### config.mk
export PLATFORM = sky130hd
export DESIGN_NAME = sin_iter
export DESIGN_NICKNAME = d
export VERILOG_FILES = /design/src/rtl/sin_iter.sv
export SDC_FILE = /design/constraint.sdc
export NUM_CORES = 2
export LEC_CHECK = 0
export ABC_AREA = 1
export CAP_MARGIN = 20
export CORE_MARGIN = 1
export CORE_UTILIZATION = 40
export CTS_CLUSTER_SIZE = 30
export DETAILED_ROUTE_END_ITERATION = 12
export GPL_ROUTABILITY_DRIVEN = 0
export HOLD_SLACK_MARGIN = 0.12
export PLACE_DENSITY_LB_ADDON = 0.12
export SYNTH_ARGS = -nofsm -noshare
export SYNTH_HDL_FRONTEND = slang
export SYNTH_SLANG_ARGS = --single-unit
export TNS_END_PERCENT = 100
### constraint.sdc
create_clock -name clk -period 25.8 [get_ports clk]
set_clock_uncertainty 0.05 [all_clocks]
set_input_delay 5.16 -clock clk [delete_from_list [all_inputs] [get_ports clk]]
set_output_delay 5.16 -clock clk [all_outputs]
set_load 0.01 [all_outputs]
### src/rtl/sin_iter.sv
// sin_iter: sequential fixed-point sine via Horner-form odd Taylor series, one shared multiplier.
// Ports:
//   clk, rst                 clock, synchronous active-high reset
//   in_valid/in_ready/in_x   angle handshake, x in radians, Q(WIDTH-FRAC-1).FRAC
//   out_valid/out_ready/out_y sine result handshake, same format, held until taken
//   busy                     high whenever the unit is not idle
// Optional build macro SIN_ITER_RANGE_REDUCE_EN folds |x| in (pi/2, pi] back into [-pi/2, pi/2].
module sin_iter #(
  parameter int WIDTH = 32,
  parameter int FRAC  = 16,
  parameter int TERMS = 4
) (
  input  logic             clk,
  input  logic             rst,
  input  logic             in_valid,
  output logic             in_ready,
  input  logic [WIDTH-1:0] in_x,
  output logic             out_valid,
  input  logic             out_ready,
  output logic [WIDTH-1:0] out_y,
  output logic             busy
);
  localparam int CW = $clog2(TERMS);
  typedef enum logic [2:0] {IDLE, REDUCE, SQUARE, HORNER, SCALE, DONE} state_t;
  // a_k = (-1)^k * round(2^FRAC / (2k+1)!)
  function automatic longint coef_f(input int k);
    longint f;
    longint c;
    f = 1;
    for (int i = 2; i <= 2 * k + 1; i++) f = f * i;
    c = ((longint'(1) << FRAC) + f / 2) / f;
    return (k % 2) ? -c : c;
  endfunction
  logic signed [WIDTH-1:0] coef [TERMS];
  for (genvar k = 0; k < TERMS; k++) begin : g_coef
    assign coef[k] = WIDTH'(coef_f(k));
  end
`ifdef SIN_ITER_RANGE_REDUCE_EN
  localparam logic signed [WIDTH-1:0] PI  = WIDTH'($rtoi(3.141592653589793 * (2.0 ** FRAC) + 0.5));
  localparam logic signed [WIDTH-1:0] HPI = WIDTH'($rtoi(1.5707963267948966 * (2.0 ** FRAC) + 0.5));
`endif
  state_t state_q, state_d;
  logic signed [WIDTH-1:0] x_q, x_d, x2_q, x2_d, acc_q, acc_d, y_q, y_d;
  logic [CW-1:0] cnt_q, cnt_d;
  logic ov_q, ov_d;
  logic signed [WIDTH-1:0] mul_a, mul_b, prod_s;
  logic signed [2*WIDTH-1:0] prod;
  always_ff @(posedge clk) begin
    if (rst) begin
      state_q <= IDLE;
      x_q     <= '0;
      x2_q    <= '0;
      acc_q   <= '0;
      cnt_q   <= '0;
      y_q     <= '0;
      ov_q    <= 1'b0;
    end else begin
      state_q <= state_d;
      x_q     <= x_d;
      x2_q    <= x2_d;
      acc_q   <= acc_d;
      cnt_q   <= cnt_d;
      y_q     <= y_d;
      ov_q    <= ov_d;
    end
  end
  // One multiplier shared by the square, Horner and final scale steps.
  always_comb begin
    mul_a  = state_q == SQUARE ? x_q : acc_q;
    mul_b  = state_q == HORNER ? x2_q : x_q;
    prod   = (2*WIDTH)'(mul_a) * (2*WIDTH)'(mul_b);
    prod_s = WIDTH'(prod >>> FRAC);
  end
  always_comb begin
    state_d = state_q;
    x_d     = x_q;
    x2_d    = x2_q;
    acc_d   = acc_q;
    cnt_d   = cnt_q;
    y_d     = y_q;
    ov_d    = ov_q;
    case (state_q)
      IDLE: if (in_valid) begin
        x_d = in_x;
`ifdef SIN_ITER_RANGE_REDUCE_EN
        state_d = REDUCE;
`else
        state_d = SQUARE;
`endif
      end
`ifdef SIN_ITER_RANGE_REDUCE_EN
      REDUCE: begin
        x_d     = x_q > HPI ? PI - x_q : x_q < -HPI ? -PI - x_q : x_q;
        state_d = SQUARE;
      end
`endif
      SQUARE: begin
        x2_d    = prod_s;
        acc_d   = coef[TERMS-1];
        cnt_d   = CW'(TERMS - 2);
        state_d = HORNER;
      end
      HORNER: begin
        acc_d   = prod_s + coef[cnt_q];
        cnt_d   = cnt_q - CW'(1);
        state_d = cnt_q == '0 ? SCALE : HORNER;
      end
      SCALE: begin
        y_d     = prod_s;
        ov_d    = 1'b1;
        state_d = DONE;
      end
      DONE: if (out_ready) begin
        ov_d    = 1'b0;
        state_d = IDLE;
      end
      default: state_d = IDLE;
    endcase
  end
  assign in_ready  = state_q == IDLE;
  assign busy      = state_q != IDLE;
  assign out_valid = ov_q;
  assign out_y     = y_q;
endmodule

After elaboration in Yosys (flattened, before gate mapping)
Index checks and enable logic that the tools add are counted.

Bitwise gates (word level): 1. Multiply operators: 1. $lt $le $gt $ge: 1. Mux-type cells: 13. Equal/unequal tests: 6. Reductions and logical operators: 8. Add/subtract/negate cells: 2.

Operators by type and width (count): two-way mux 32 bit (4); binary-select mux 32 bit (select 2 bit) (1); case mux 32 bit (2 select lines) (1); multiplier 32 x 32 -> 48 bit (1); adder 32 bit (1); case mux 3 bit (5 select lines) (1); two-way mux 3 bit (3); equality test 3 x 2 -> 1 bit, second input constant (2); equality test 3 bit, second input constant (2); AND reduction 2 bit (3); inequality test 2 bit, second input constant (2); case mux 2 bit (2 select lines) (1); nonzero test 2 bit (2); greater-or-equal comparator 3 bit, second input constant (1); logical NOT 3 bit (1); inverter 2 -> 3 bit (1); nonzero test 3 bit (1); logical NOT 2 bit (1); case mux 1 bit (2 select lines) (1); subtractor 2 x 1 -> 2 bit, second input constant (1); two-way mux 1 bit (1).

Input port bits: 36. Register bits: 134. Output and inout port bits: 35. Word-level logic and storage cells: 39.

Longest topological paths before layout
Word-level depth: 6. Gate-level depth with buffers: 52. Gate-level depth less buffers: 48.

Worst setup path before layout
No wires, ideal clock.

Path type: register -> register. Start point: register state_q[0]. End point: register acc_q[31]. Library setup time: 0.131 ns. Path slack: 16.557 ns. Cell stages (with the launch flop): 49. Path buffers: 5. Arrival time: 9.062 ns. Clock period less this slack: 9.243 ns. Data required time: 25.619 ns. Cells stage by stage: dfxtp_1 -> buf_6 -> nand3_4 -> buf_6 -> buf_6 -> clkbuf_1 -> o21ai_1 -> clkinv_1 -> clkbuf_1 -> nor2_1 -> fa_1 -> fa_1 -> fa_1 -> inv_1 -> fa_1 -> inv_1 -> fa_1 -> fa_1 -> [13 not listed] -> nand2_1 -> nand2_1 -> nand2_1 -> nand2_1 -> xor2_1 -> inv_1 -> ha_1 -> nand2_1 -> nor2_1 -> nand2_1 -> nor4_1 -> nand2_1 -> nand2_1 -> a21boi_0 -> nand2_1 -> nand2_1 -> nand2_1 -> a21oi_2.

Word-level cells in the longest chain between the ends: 5. Elaborated cells between the ends (all ways): 8. Classes of those cells: add/sub: 1; mul: 1; eq/ne: 2; mux: 3; reduce/logical: 1.

Ends and longest elaborated chain: start: declaration (line 42) `state_t state_q, state_d;`; start signal: assignment (line 58) `state_q <= state_d;`; equality test 3 x 2 -> 1 bit, on equally long branches (line 69, 70); two-way mux 32 bit, on equally long branches (line 69, 70); multiplier 32 x 32 -> 48 bit * (line 71) `prod = (2*WIDTH)'(mul_a) * (2*WIDTH)'(mul_b);`; via prod[34] (line 47) `logic signed [2*WIDTH-1:0] prod;`; adder 32 bit * (line 104) `acc_d = prod_s + coef[cnt_q];`; case mux 32 bit (2 select lines) * (line 82) `case (state_q)`; end signal: assignment (line 53) `acc_q <= '0;`; end signal: assignment (line 61) `acc_q <= acc_d;`; end: declaration (line 43) `logic signed [WIDTH-1:0] x_q, x_d, x2_q, x2_d, acc_q, acc_d, y_q, y_d;`.

Mark *: on every way through the listed nets, which the timed path passes. The rest lies on a longest branch. A chain may end at the register's enable or synchronous reset.

Worst setup path in the final report
Same ends and word-level chain as after synthesis.

==> qor.csv <==
stage,metric,value,unit
cts,Worst-Skew Late Latency,0.43,ns
finish,Final nets,5705,
synth,predominant post-synthesis flop cell,dfxtp_1,
synth,synth unique cells,51,
synth,Mapped Area,36500,µm²
worst_setup_path,"Largest stage delay, worst path",0.69,ns
floorplan,Chip Width,304,µm
synth,post-synthesis sequential area ratio,0.0736,
floorplan,die height,304,µm
timing,worst setup margin,14.10,ns
cts,H-tree depth,4,
floorplan,Top Ports,71,
synth,Synth Register Bits,134,
routing,Iteration-0 DRC Markers,2259,
synth,Gate Count Post-Synth,4643,
worst_setup_path,crit path DAT,11.94,ns
finish,"most common cell after layout, fill and taps aside",inv_1,
finish,FILL cells,9281,
timing,final worst path period need,11.70,ns
cts,Post-CTS Setup Repair Bufs,0,
timing,Final TNS setup,0,ns
grt,initial antenna violation count,1,
timing,Slew HR,0.247,
finish,share of cells above drive strength 1,0.0429,
cts,clk sink count,134,
floorplan,Std-Cell Rows,110,
cts,CTS Buf Count,17,
synth,Post-Syn Nets,5716,
cts,Clock Path Buffers,2,
run,Max Cap Viol,0,
floorplan,DIE AREA,92400,µm²
routing,Initial DRT Pass Iterations,6,
timing,Worst-Margin Slew,1.13,ns
floorplan,core area,90100,µm²
finish,Area growth syn-to-layout,7.26,%
worst_setup_path,kind of critical path,register to register,
worst_setup_path,cell mode on critical path,nand2_1,
place,Port Buffers,70,
cts,Root Driver,clkbuf_16,
min_path,hold crit path type,register to register,
floorplan,Initial Util,0.405,
worst_setup_path,Critical Path Slowest Stage Cell,dfxtp_1,
routing,via count,29800,
run_status,outcome,finished clean,
place,hpwl dp,105000,µm
worst_setup_path,Required @ worst endpoint,26.04,ns
cts,post-CTS sizing,0,
worst_setup_path,CP Max Fanout,42,
grt,number of global-route vias before repair,31700,
finish,most frequent cells in the layout,"1164 x inv_1, 839 x fa_1, 741 x nand2_1",
routing,Residual DRC,0,
finish,area occupied by multi-input gates,28600,µm²
timing,Setup-failing EPs final,0,
routing,final antenna-violating net count,0,
timing,Fin. Hold Viols,0,
synth,YS warnings,0,
finish,Register Area,2680,µm²
routing,WL/cell,22.8,µm
finish,Inserted Diodes,0,
cts,clk slew on worst S/H paths,0.06,ns
grt,largest net degree at the start of global routing,60,
place,pre-CTS setup slack,14.26,ns
cts,CTS tree,built,
synth,"EDFF count, synth",0,
synth,Syn Area/Cell,7.86,µm²
timing,"Period Utilization, post-route",0.454,
grt,GRT Overall Usage,0.297,
synth,"FFs w/ async S/R, synth",0,
grt,first-pass GRT wire length,203000,µm
routing,vias per cell,5.13,
timing,Final Max Slew Viols,0,
grt,GRT overflow,0,
cts,"Hold-fix buffers, CTS",0,
routing,Total Routed Length,133000,µm
worst_setup_path,crit path capture type,register,
timing,RSZ-0062 raised after global routing,no,
worst_setup_path,crit path launch type,register,
timing,fmax,85.5,MHz
## area by class of cell
| cell class | instances | share of cell area |
|---|---|---|
| tap | 1176 | 0.0376 |
| timing repair buffer | 159 | 0.0350 |
| clock buffer | 20 | 0.0117 |
| inverter | 1189 | 0.114 |
| clock inverter | 11 | 0.00262 |
| sequential | 134 | 0.0686 |
| multi-input combinational | 3131 | 0.730 |
## sequential cells by signal (all words and copies together), names as in the netlist
register / cells
x2_q: 32
out_y: 32
out_valid: 1
acc_q: 32
cnt_q: 2
state_q: 3
x_q: 32
## worst paths after layout
kind              cells after the start        end  slack [ns]  startpoint
setup / recovery                     38  acc_q[31]       14.10  state_q[0]
hold / removal                        2    x_q[22]        0.43     x_q[22]
setup reg to reg                     38  acc_q[31]       14.10  state_q[0]
hold reg to reg                       2    x_q[22]        0.43     x_q[22]
## kinds of logic (layout without fill, tap and decap cells)
| logic type | count (synthesis) | after routing | synth area share |
|---|---|---|---|
| compound gates | 432 | 432 | 0.0653 |
| xor+xnor | 59 | 59 | 0.0142 |
| fa+ha+maj | 1037 | 1037 | 0.528 |
| buf+inv | 1378 | 1379 | 0.144 |
| flops | 134 | 134 | 0.0736 |
| simple gates | 1603 | 1603 | 0.174 |
## synthesized netlist by cell type (all sizes together) (15+ instances only)
library cell / number / share of area
a21oi: 185 / 0.025
buf: 28 / 0.0051
clkbuf: 161 / 0.017
dfxtp: 134 / 0.074
fa: 839 / 0.46
ha: 198 / 0.068
inv: 1176 / 0.12
nand2: 765 / 0.081
nand3: 79 / 0.011
nand4: 15 / 0.0026
nor2: 708 / 0.074
o21ai: 185 / 0.027
xnor2: 19 / 0.0046
xor2: 40 / 0.0096
## per-stage QoR
stage / area [µm²] / util / hold WS (ns) / cells
2_1_floorplan: 36500 / - / 0.380 / 4643
3_3_place_gp: 38500 / 0.428 / 0.414 / 5788
3_5_place_dp: 38600 / 0.428 / 0.418 / 5789
4_1_cts: 39100 / 0.434 / 0.427 / 5820
5_1_grt: 39100 / 0.434 / 0.451 / 5820
6_report: 39100 / 0.434 / 0.429 / 5820
## routing by layer
layer	share of wire	track usage
met1	0.44	0.407
met2	0.46	0.477
met4	0.038	0.102
met3	0.067	0.0493
met5	0	0
## worst max-delay path, delay by kind of cell (launching register included)
kind	cells	cell delay, ns
adder cells (fa/ha/maj)	10	5.00
AO/OA/AOI/OAI	9	1.63
buffers and inverters	4	1.24
XOR/XNOR	1	0.31
flip-flops	1	0.69
AND/OR/NAND/NOR	14	2.59
Power is not shown: default switching activity piles up to over one toggle a cycle in this logic, so the estimate is an artifact.
